--- config.mk ---
export PLATFORM = sky130hd
export DESIGN_NAME = regtest_stim
export DESIGN_NICKNAME = d
export VERILOG_FILES = /design/src/rtl/regtest_stim_pkg.sv /design/src/rtl/regtest_stim_lfsr32.sv /design/src/rtl/regtest_stim.sv
export SDC_FILE = /design/constraint.sdc
export NUM_CORES = 1
export LEC_CHECK = 0
export CAP_MARGIN = 20
export CORE_UTILIZATION = 25
export DETAILED_ROUTE_END_ITERATION = 8
export GPL_TIMING_DRIVEN = 0
export HOLD_SLACK_MARGIN = 0.08
export PLACE_DENSITY = 0.54
export SYNTH_ARGS = -nofsm -noshare
export SYNTH_HDL_FRONTEND = slang
export SYNTH_SLANG_ARGS = --single-unit
--- constraint.sdc ---
create_clock -name i_clk -period 1.9 [get_ports i_clk]
set_clock_uncertainty 0.1 [all_clocks]
set_input_delay 0.475 -clock i_clk [delete_from_list [all_inputs] [get_ports i_clk]]
set_output_delay 0.475 -clock i_clk [all_outputs]
set_load 0.02 [all_outputs]
--- src/rtl/regtest_stim_pkg.sv ---
// Shared types and helpers for the regtest_stim stimulus/response monitor.
// FSM state encoding, LFSR feedback mask and signature fold function.
package regtest_stim_pkg;

    typedef enum logic [2:0] {
        ST_IDLE,
        ST_ARM,
        ST_RUN,
        ST_DRAIN,
        ST_DONE
    } state_t;

    localparam logic [31:0] LFSR_MASK = 32'h8020_0003;

    // Rotate left by one, then fold the result byte into the low bits.
    function automatic logic [31:0] sig_update(input logic [31:0] sig, input logic [7:0] led);
        return {sig[30:0], sig[31]} ^ {24'h0, led};
    endfunction

endpackage

--- src/rtl/regtest_stim_lfsr32.sv ---
// 32-bit Galois right-shift LFSR with synchronous load of SEED and step enable.
module lfsr32 #(
    parameter logic [31:0] MASK = 32'h8020_0003,
    parameter logic [31:0] SEED = 32'h0000_0001
) (
    input  logic        i_clk,
    input  logic        i_rstn,
    input  logic        i_load,
    input  logic        i_step,
    output logic [31:0] o_value
);

    logic [31:0] r_state;

    always_ff @(posedge i_clk or negedge i_rstn) begin
        if (!i_rstn) begin
            r_state <= SEED;
        end else if (i_load) begin
            r_state <= SEED;
        end else if (i_step) begin
            r_state <= (r_state >> 1) ^ (r_state[0] ? MASK : 32'h0);
        end
    end

    assign o_value = r_state;

endmodule

--- src/rtl/regtest_stim.sv ---
// Stimulus generator and response signature monitor for the register-file stress core.
// Optional 16-entry sampled-led log enabled by REGTEST_STIM_LED_LOG_EN.
module regtest_stim
    import regtest_stim_pkg::*;
#(
    parameter int          PERIOD     = 3,
    parameter logic [31:0] SEED       = 32'h0000_0001,
    parameter int          ITERATIONS = 1024
) (
    input  logic        i_clk,
    input  logic        i_rstn,
    input  logic        i_start,
    input  logic [7:0]  i_led,
`ifdef REGTEST_STIM_LED_LOG_EN
    input  logic [3:0]  i_log_addr,
    output logic [7:0]  o_log_data,
`endif
    output logic [31:0] o_instr,
    output logic        o_busy,
    output logic        o_done,
    output logic [31:0] o_signature,
    output logic [15:0] o_iter_count
);

    localparam int              PH_W      = $clog2(PERIOD);
    localparam logic [PH_W-1:0] PH_LAST   = PH_W'(PERIOD - 1);
    localparam logic [15:0]     ITER_LAST = 16'(ITERATIONS - 1);

    state_t          r_state;
    logic [PH_W-1:0] r_ph;
    logic            r_smp_pend;
    logic            r_busy;
    logic            r_done;
    logic [31:0]     r_sig;
    logic [15:0]     r_iter;

    logic            w_wend;
    logic            w_load;
    logic            w_step;
    logic            w_sample;
    logic [31:0]     w_lfsr;

    assign w_wend   = (r_ph == PH_LAST);
    assign w_load   = (r_state == ST_ARM) && w_wend;
    // The final RUN window holds the LFSR so instr stays put through DRAIN/DONE.
    assign w_step   = (r_state == ST_RUN) && w_wend && (r_iter != ITER_LAST);
    assign w_sample = (r_ph == '0) && r_smp_pend;

    always_ff @(posedge i_clk or negedge i_rstn) begin
        if (!i_rstn) begin
            r_ph <= '0;
        end else if (w_wend) begin
            r_ph <= '0;
        end else begin
            r_ph <= r_ph + 1'b1;
        end
    end

    lfsr32 #(
        .MASK (LFSR_MASK),
        .SEED (SEED)
    ) u_lfsr (
        .i_clk   (i_clk),
        .i_rstn  (i_rstn),
        .i_load  (w_load),
        .i_step  (w_step),
        .o_value (w_lfsr)
    );

    always_ff @(posedge i_clk or negedge i_rstn) begin
        if (!i_rstn) begin
            r_state    <= ST_IDLE;
            r_smp_pend <= 1'b0;
            r_busy     <= 1'b0;
            r_done     <= 1'b0;
            r_sig      <= '0;
            r_iter     <= '0;
        end else begin
            // A RUN window's led result is sampled at the first edge of the next window.
            if (w_wend) r_smp_pend <= (r_state == ST_RUN);
            if (w_sample) r_sig <= sig_update(r_sig, i_led);
            case (r_state)
                ST_IDLE: if (i_start) begin
                    r_state <= ST_ARM;
                    r_busy  <= 1'b1;
                end
                ST_ARM: if (w_wend) begin
                    r_state <= ST_RUN;
                    r_sig   <= '0;
                    r_iter  <= '0;
                end
                ST_RUN: if (w_wend) begin
                    r_iter <= r_iter + 16'd1;
                    if (r_iter == ITER_LAST) r_state <= ST_DRAIN;
                end
                ST_DRAIN: begin
                    r_state <= ST_DONE;
                    r_busy  <= 1'b0;
                    r_done  <= 1'b1;
                end
                ST_DONE: if (i_start) begin
                    r_state <= ST_ARM;
                    r_busy  <= 1'b1;
                    r_done  <= 1'b0;
                end
                default: r_state <= ST_IDLE;
            endcase
        end
    end

`ifdef REGTEST_STIM_LED_LOG_EN
    logic [7:0] r_log [16];
    logic [3:0] r_wptr;

    always_ff @(posedge i_clk or negedge i_rstn) begin
        if (!i_rstn) begin
            r_wptr <= '0;
            for (int i = 0; i < 16; i++) r_log[i] <= '0;
        end else if (w_load) begin
            r_wptr <= '0;
        end else if (w_sample) begin
            r_log[r_wptr] <= i_led;
            r_wptr        <= r_wptr + 4'd1;
        end
    end

    assign o_log_data = r_log[i_log_addr];
`endif

    assign o_instr      = w_lfsr;
    assign o_busy       = r_busy;
    assign o_done       = r_done;
    assign o_signature  = r_sig;
    assign o_iter_count = r_iter;

endmodule

# Word-level counts from Yosys, hierarchy flattened
# Cells that the tools add are included.
classes:
  n_addsub: 2
  reduce_logical: 15
  bitwise: 2
  n_eq_ne: 12
  muxes: 19
ops:
  columns: ["cell", "n"]
  rows:
  - ["32-bit 2-to-1 mux", 6]
  - ["16-bit 2-to-1 mux", 2]
  - ["16-bit case mux with 2 select lines", 1]
  - ["31-bit by 32-bit bitwise XOR with 32-bit output", 1]
  - ["32-bit by 8-bit bitwise XOR with 32-bit output", 1]
  - ["16-bit by 1-bit adder with 16-bit output (second input constant)", 1]
  - ["16-bit by 10-bit == test with 1-bit output (second input constant)", 1]
  - ["16-bit by 10-bit inequality test with 1-bit output (second input constant)", 1]
  - ["3-bit 2-to-1 mux", 4]
  - ["3-bit case mux with 4 select lines", 1]
  - ["2-bit nonzero test", 4]
  - ["3-bit by 2-bit == test with 1-bit output (second input constant)", 2]
  - ["2-bit inequality test (second input constant)", 3]
  - ["1-bit logical AND", 4]
  - ["2-bit by 1-bit inequality test with 1-bit output (second input constant)", 2]
  - ["1-bit case mux with 2 select lines", 2]
  - ["2-bit AND reduction", 2]
  - ["4-bit AND reduction", 1]
  - ["3-bit by 1-bit == test with 1-bit output (second input constant)", 1]
  - ["3-bit == test (second input constant)", 1]
  - ["3-bit logical NOT", 1]
  - ["3-bit AND reduction", 1]
  - ["2-bit by 1-bit adder with 2-bit output (second input constant)", 1]
  - ["2-bit == test (second input constant)", 1]
  - ["other kinds (4)", 5]
word_totals:
  elab_cells: 58
  input_bits: 11
  register_bits: 88

# Longest topological paths before layout
# Gate-level depths: netlist (run 1).
depth:
  ltp_word: 5
  ltp_mapped: 7
  ltp_nobuf: 5

# Cells and area by module
# From an unflattened synthesis (run 1), not the netlist that was laid out.
unflattened:
  hier_cells: 365
  area_unflattened_um2: 3883.7
by_module_without_submodules:
  columns: ["module", "n_inst", "area_each_um2", "cells_each"]
  rows:
  - ["regtest_stim", 1, 2524.9, 259]
  - ["lfsr32", 1, 1358.8, 106]

# Worst setup path before layout (run 1)
# OpenSTA, ideal clock, no wires.
synth_timing:
  path_kind: "reg2reg"
  start: "register r_iter[0] (netlist: o_iter_count[0])"
  end: "register u_lfsr.r_state[10] (netlist: u_lfsr.o_value[10])"
  path_buffers: 2
  period_less_slack_ns: 1.973
  t_arrival_ns: 1.739
  path_slack_ns: -0.073
  stages_incl_launch_ff: 8
  required_ns: 1.667
  cell_sequence: "dfrtp_1 ha_1 nor4b_2 and4_1 buf_2 nor2_2 clkbuf_1 o21ai_0"
synth_between:
  elab_chain_len: 3
synth_rtl:
  columns: ["item", "line", "rtl"]
  rows:
  - ["start, declared", "regtest_stim.sv:35", "logic [15:0] r_iter;"]
  - ["start signal, assigned", "regtest_stim.sv:93", "r_iter <= r_iter + 16'd1;"]
  - ["16-bit by 10-bit inequality test with 1-bit output", "regtest_stim.sv:46", "assign w_step = (r_state == ST_RUN) && w_wend && (r_iter != ITER_LAST);"]
  - ["1-bit logical AND", "regtest_stim.sv:46", null]
  - ["2-bit nonzero test (no source line)", null, null]
  - ["end signal, assigned", "regtest_stim_lfsr32.sv:21", "r_state <= (r_state >> 1) ^ (r_state[0] ? MASK : 32'h0);"]
  - ["end, declared", "regtest_stim_lfsr32.sv:13", "logic [31:0] r_state;"]
# No other way between the ends.
# A chain may end at the register's enable or synchronous reset.

# Worst setup path after layout (run 1)
layout_timing:
  start: "register r_state[2]"
  end: "register r_iter[7] (netlist: o_iter_count[7])"
layout_between:
  elab_chain_len: 3
layout_rtl:
  columns: ["item", "line", "rtl"]
  rows:
  - ["start, declared", "regtest_stim.sv:29", "state_t r_state;"]
  - ["start signal, assigned", "regtest_stim.sv:72", "r_state <= ST_IDLE;"]
  - ["start signal, assigned", "regtest_stim.sv:84", "r_state <= ST_ARM;"]
  - ["start signal, assigned", "regtest_stim.sv:88", "r_state <= ST_RUN;"]
  - ["3-bit by 2-bit == test with 1-bit output / 3-bit by 1-bit == test with 1-bit output (equally long branches)", "regtest_stim.sv:82", "case (r_state)"]
  - ["2-bit inequality test (no source line) / 2-bit nonzero test (equally long branches)", null, null]
  - ["3-bit AND reduction (no source line)", null, null]
# Several ways; a longest one is shown, not always the timed one.

==> impl_metrics.csv, run 1 <==
group,metric,value,unit
synthesis,ys_seq_elements,88,
synthesis,seq_area_frac_synth,56.3,%
sta,worstMarginPinSlew,0.558,ns
floorplan,dieArea,0.0162,mm^2
critical_path,worstRegToRegCells,6,
cells_and_area,drive_above_1_share,14.3,%
cells_and_area,final_cells,744,
critical_path,critical_path_cell_count,6,
critical_path,cp.arrival,2.00,ns
global_route,grt_usage,13.7,%
global_route,grt-ovfl-total,0,
placed_design,dp_cells,713,
clocking,root_buffer,"clkbuf_16",
clocking,cts_tree,"built",
sta,hold_viol,0,
critical_path,cp_top_family,"simple AND/OR/NAND/NOR gates",
synthesis,muxShareOfSynthArea,3.07,%
sta,period_minus_slack,1.87,ns
synthesis,synthAdderAreaFrac,0.320,%
synthesis,synthCells,409,
power_and_ir_drop,ir_drop,0.406,mV
clocking,cts_buffer_depth,2,
floorplan,coreArea,0.0153,mm^2
synthesis,synth_top_family_by_area,"simple AND/OR/NAND/NOR gates",
critical_path,cp.buffers_inverters,2,
run_status,status,"finished clean",
hold_path,hold_depth,1,
critical_path,required,2.02,ns
critical_path,worstSetupEndpointType,"register",
floorplan,row_count,45,
clocking,clkLatencyLatePin,0.34,ns
clocking,numCtsBuffers,9,
global_route,first_global_vias,3259,
sta,relSlewSlack,62.8,%
power_and_ir_drop,power_density,776,mW/mm^2
critical_path,critPathMostFrequentCell,"buf_6",
placed_design,routabilityCongestion,0.761,
sta,min_period_over_period,98.5,%
sta,finalSetupViolations,0,
route,drt_wl_total,10600,um
route,vias,3477,
critical_path,slowest_delay,0.44,ns
global_route,grt_pass1_wl,17200,um
critical_path,slowest_stage,"dfrtp_2",
route,drt_iter0_drc,319,
route,drc,0,
sta,final-max-slew-violation-count,0,
route,antenna_left,0,
placed_design,hpwl,7270,um
placed_design,io_buffer_count,92,
critical_path,critPathLaunchType,"register",
synthesis,ys_types,39,
synthesis,syn_area,0.00392,mm^2
cells_and_area,regArea,0.00221,mm^2
sta,rsz0062_at_grt,"yes",
synthesis,syn_nets,421,
clocking,cts_sinks,88,
cells_and_area,postLayoutCoreUtil,36.6,%
cells_and_area,syn2layout_area_growth,42.8,%
synthesis,synth_compound_area_share,12.8,%
sta,setup_total_negative_slack,0,ns
critical_path,cp_cell_sequence,"or3b_4 -> buf_6 -> nor3_4 -> buf_6 -> nand4_1 -> mux2i_1",
floorplan,die_w,127,um
synthesis,synth_warnings,0,
cells_and_area,multi_input_area,0.00168,mm^2
floorplan,io_pins,93,
sta,max_freq,534,MHz
synthesis,synth_simple_gate_area_share,22.0,%
synthesis,synth_xor_area_share,2.46,%
clocking,clk_pin_slew,0.06,ns
cells_and_area,nets,540,
route,avgRoutedWirePerCell,14.3,um
hold_path,hold_class,"register to register",
critical_path,cp_max_fo,6,
route,vias_per_cell,4.67,
critical_path,critPathKind,"register to register",
clocking,cts_htree_levels,3,
flow_run,max_cap_viol_count,0,
global_route,antenna_found_initial,0,
floorplan,initial_core_util,25.7,%
route,firstDrtPassIters,4,
floorplan,fp.dieH,127,um
cells_and_area,antenna_cells,0,
global_route,grt_max_degree,51,
power_and_ir_drop,cellLeakagePower,0.00251,uW
synthesis,synth.avg_cell_area,9.57,um^2
cells_and_area,fillCellCount,1549,
-- cell families after synthesis --
group | count (synthesis)
fa+ha+maj | 1
buf+inv | 29
mux | 12
simple gates | 178
compound gates | 90
xor+xnor | 11
flops | 88
-- repair_timing --
action,CTS,global route
setup buffers,9,4
cloned,0,2
endpoints found under the setup margin,153,57
hold buffers,1,0
endpoints found under the hold margin,38,0
pin swaps,5,4
resized for setup,101,61
-- cell usage after synthesis, drive strengths merged --
master	n	area, um^2
a31oi	1	6.26
nor2b	4	25.0
nand4	5	31.3
ha	1	12.5
and2	1	6.26
or4	1	7.51
clkbuf	19	71.3
buf	7	40.0
and4	4	35.0
o21ai	40	200
inv	2	7.51
dfrtp	87	2180
nand3	30	150
a21oi	31	155
nor4b	3	32.5
clkinv	1	3.75
a21o	1	7.51
mux2i	12	120
a22oi	1	7.51
o211ai	5	37.5
and3	5	31.3
o31ai	1	7.51
a311oi	1	8.76
a41oi	1	8.76
nand3b	1	7.51
nand4b	1	8.76
dfstp	1	26.3
nor3b	1	12.5
a211oi	8	60.1
or3b	1	8.76
nor3	6	35.0
nor4	2	42.5
nor2	17	66.3
xnor2	11	96.3
nand2	96	360
-- worst paths after layout --
kind / endpoint / start / slack [ns]
worst max-delay path: o_iter_count[7] / r_state[2] / 0.03
worst min-delay path: r_state[1] / r_state[2] / 0.41
worst max register to register: o_iter_count[7] / r_state[2] / 0.03
worst min register to register: r_state[1] / r_state[2] / 0.41
max in group asynchronous: u_lfsr.o_value[0] / i_rstn / 0.45
min in group asynchronous: o_signature[19] / i_rstn / 0.56
-- registers in the layout (all words and copies together) (netlist names) --
register / flops
o_busy: 1
o_done: 1
o_iter_count: 16
o_signature: 32
r_ph: 2
r_smp_pend: 1
r_state: 3
u_lfsr.o_value: 32
-- per-layer routing --
| metal | track usage [%] | vias up | routed length, um |
|---|---|---|---|
| met2 | 20.2 | 88 | 4840 |
| met3 | 3.22 | 16 | 479 |
| met1 | 18.8 | 1708 | 5100 |
| met5 | 0 | - | 0 |
| met4 | 6.58 | 0 | 229 |
| li1 | - | 1665 | - |
-- final cells by class --
class	instances	area share, %
timing repair buffer	109	17.7
clock buffer	11	4.34
multi-input combinational	292	30.0
tap	211	4.72
buffer	25	2.93
inverter	3	0.269
sequential	88	39.5
clock inverter	5	0.582
-- metrics by stage --
stage	instance area [um^2]	hold slack [ns]	setup slack, ns	total power (uW)
floorplan	3920	0.0794	0.0106	2450
global placement	5110	0.388	-3.45	2820
detailed placement	5130	0.391	-0.379	2830
CTS	5430	0.381	-0.00575	4440
global route	5590	0.430	-0.0803	4550
finish	5590	0.406	0.0284	4340
-- power by group --
group | switching (uW) | leakage (uW) | internal [uW]
Combinational | 336 | 0.00134 | 244
Sequential | 97.2 | 0.00105 | 2010
Clock | 741 | 0.000128 | 917
Total | 1170 | 0.00251 | 3170
-- placed cells by master (no fill, tap or decap), types with 4 or more instances in the layout --
cell | netlist | layout
and4_1 | 4 | 4
clkinvlp_4 | 0 | 4
clkbuf_1 | 19 | 7
xnor2_1 | 11 | 11
o211ai_1 | 5 | 5
and3_1 | 5 | 5
buf_6 | 0 | 8
clkbuf_2 | 0 | 8
buf_2 | 5 | 5
clkdlybuf4s50_1 | 0 | 9
o21ai_1 | 0 | 18
mux2i_1 | 12 | 12
dlygate4sd2_1 | 0 | 81
nand2_1 | 96 | 95
nand4_1 | 5 | 5
nor2b_1 | 4 | 4
a211oi_1 | 8 | 8
dfrtp_1 | 87 | 84
buf_4 | 2 | 12
nor3_1 | 5 | 5
o21ai_0 | 40 | 20
clkbuf_16 | 0 | 10
a21oi_1 | 31 | 31
nor2_1 | 16 | 16
nand3_1 | 30 | 25
nand3_2 | 0 | 5
Note: power is estimated with default switching activity, not from simulation.
==> inputs of run 2 (changes only) <==
PLACE_DENSITY = unset   (was 0.54)
==> run 2 against run 1 <==
Against the previous run: setup slack gained 0.028 ns; critical path type unchanged; combinational power is essentially flat; fmax grew 1.5%; sequential share of layout area shrank 0.42 points; via count shrank 0.81%; register-to-register slack gained 0.03 ns.
==> impl_metrics.csv, run 2 (synthesized netlist as in run 1, its figures left out) <==
group,metric,value,unit
run_status,status,"finished clean",
sta,hold_viol,0,
critical_path,required,2.07,ns
power_and_ir_drop,ir_drop,0.382,mV
critical_path,regToRegEndpoint,"u_lfsr.o_value[0]",
sta,relSlewSlack,57.5,%
route,drc,0,
cells_and_area,regArea,0.00221,mm^2
flow_run,max_cap_viol_count,0,
sta,setup_total_negative_slack,0,ns
clocking,cts_buffer_depth,2,
critical_path,slowest_delay,0.46,ns
route,antenna_left,0,
placed_design,io_buffer_count,92,
power_and_ir_drop,p_total,4660,uW
sta,worstMarginPinSlew,0.637,ns
sta,max_freq,542,MHz
clocking,cts_tree,"built",
clocking,numCtsBuffers,9,
sta,finalSetupViolations,0,
critical_path,cp_cell_sequence,"or3b_4 -> nor3_4 -> buf_6 -> buf_4 -> a311oi_2 -> a31oi_2",
global_route,met3_usage,2.22,%
cells_and_area,multi_input_area,0.00167,mm^2
global_route,grt-ovfl-total,0,
critical_path,worstRegToRegCells,6,
placed_design,hpwl,7360,um
floorplan,dieArea,0.0162,mm^2
cells_and_area,antenna_cells,0,
hold_path,hold_depth,1,
sta,final-max-slew-violation-count,0,
sta,min_period_over_period,97.0,%
floorplan,coreArea,0.0153,mm^2
clocking,cts_htree_levels,3,
placed_design,place_ws,-0.420,ns
critical_path,worstSetupEndpointType,"register",
cells_and_area,final_common_cell,"nand2_1",
cells_and_area,drive_above_1_share,14.7,%
global_route,grt_use_met1,18.1,%
critical_path,critPathLaunchType,"register",
floorplan,fp.dieH,127,um
global_route,grt_pass1_wl,17800,um
critical_path,slowest_stage,"dfrtp_2",
hold_path,hold_class,"register to register",
floorplan,io_pins,93,
route,vias,3449,
hold_path,holdPathEnd,"r_ph[1]",
clocking,clkLatencyLatePin,0.35,ns
clocking,clk_pin_slew,0.06,ns
global_route,antenna_found_initial,0,
cells_and_area,fillCellCount,1560,
cells_and_area,final_cells,748,
floorplan,die_w,127,um
clocking,cts_sinks,88,
placed_design,dp_cells,713,
cells_and_area,nets,544,
cells_and_area,postLayoutCoreUtil,37.1,%
sta,rsz0062_at_grt,"yes",
hold_path,worstHoldStart,"r_ph[1]",
cells_and_area,syn2layout_area_growth,44.4,%
floorplan,initial_core_util,25.7,%
route,drt_iter0_drc,211,
route,firstDrtPassIters,4,
critical_path,cp_max_fo,6,
critical_path,r2r_slack,0.06,ns
route,avgRoutedWirePerCell,14.3,um
global_route,met2_usage,22.9,%
global_route,grt_max_degree,47,
critical_path,cp.arrival,2.01,ns
clocking,root_buffer,"clkbuf_16",
critical_path,critPathKind,"register to register",
power_and_ir_drop,power_density,823,mW/mm^2
placed_design,routabilityCongestion,0.755,
power_and_ir_drop,cellLeakagePower,0.00256,uW
global_route,grt_usage,14.1,%
sta,setup_ws,0.0564,ns
route,drt_wl_total,10700,um
global_route,first_global_vias,3474,
floorplan,row_count,45,
cells_and_area,layout_common_cells,"nand2_1 (95), dfrtp_1 (83), dlygate4sd2_1 (81)",
sta,period_minus_slack,1.84,ns
critical_path,reg2reg_from,"r_ph[0]",
route,vias_per_cell,4.61,
global_route,top_usage_layer,"met2",
run 2: report_power, final:
group / internal [uW] / switching [uW]
Sequential: 2010 / 107
Clock: 1230 / 740
Combinational: 242 / 335
run 2: how the worst max path moves through the flow:
| stage | to | from | slack [ns] |
|---|---|---|---|
| after floorplan | u_lfsr.o_value[10] | o_iter_count[1] | 0.01 |
| after global placement | o_iter_count[0] | i_rstn | -3.28 |
| after detailed placement | u_lfsr.o_value[16] | o_iter_count[1] | -0.42 |
| after CTS | u_lfsr.o_value[7] | o_iter_count[1] | 0.006 |
| after global routing | o_iter_count[8] | o_iter_count[1] | -0.05 |
| final | u_lfsr.o_value[0] | r_ph[0] | 0.06 |
run 2: stage by stage:
stage	area (um^2)	hold slack, ns
after floorplan	3920	0.0794
after global placement	5110	0.380
after detailed placement	5130	0.390
after CTS	5510	0.387
after global routing	5650	0.422
final	5650	0.396
run 2: worst max-delay path: cells and delay by family (launching register included):
family / cells / cell delay (ns)
AOI/OAI and AO/OA: 2 / 0.27
and+or+nand+nor: 2 / 0.69
buffers and inverters: 2 / 0.26
DFF: 1 / 0.46
run 2: cell type report:
| type | instances | area share [%] |
|---|---|---|
| buffer | 24 | 2.61 |
| sequential | 88 | 39.1 |
| timing repair buffer | 114 | 18.0 |
| clock inverter | 4 | 1.35 |
| multi-input combinational | 292 | 29.5 |
| clock buffer | 12 | 4.54 |
| tap | 211 | 4.67 |
| inverter | 3 | 0.266 |
run 2: per-layer routing:
metal	up-vias	wire [um]	part of all wire, %
li1	1669	-	-
met1	1665	4940	46
met2	99	5150	48
met3	16	404	3.8
met4	0	235	2.2
met5	-	0	0
run 2: timing repair:
action,CTS,global route
endpoints found under the setup margin,156,63
hold buffers,1,0
hold endpoints to repair,45,0
pin swaps,4,6
buffers inserted,12,8
gates resized for setup,106,50
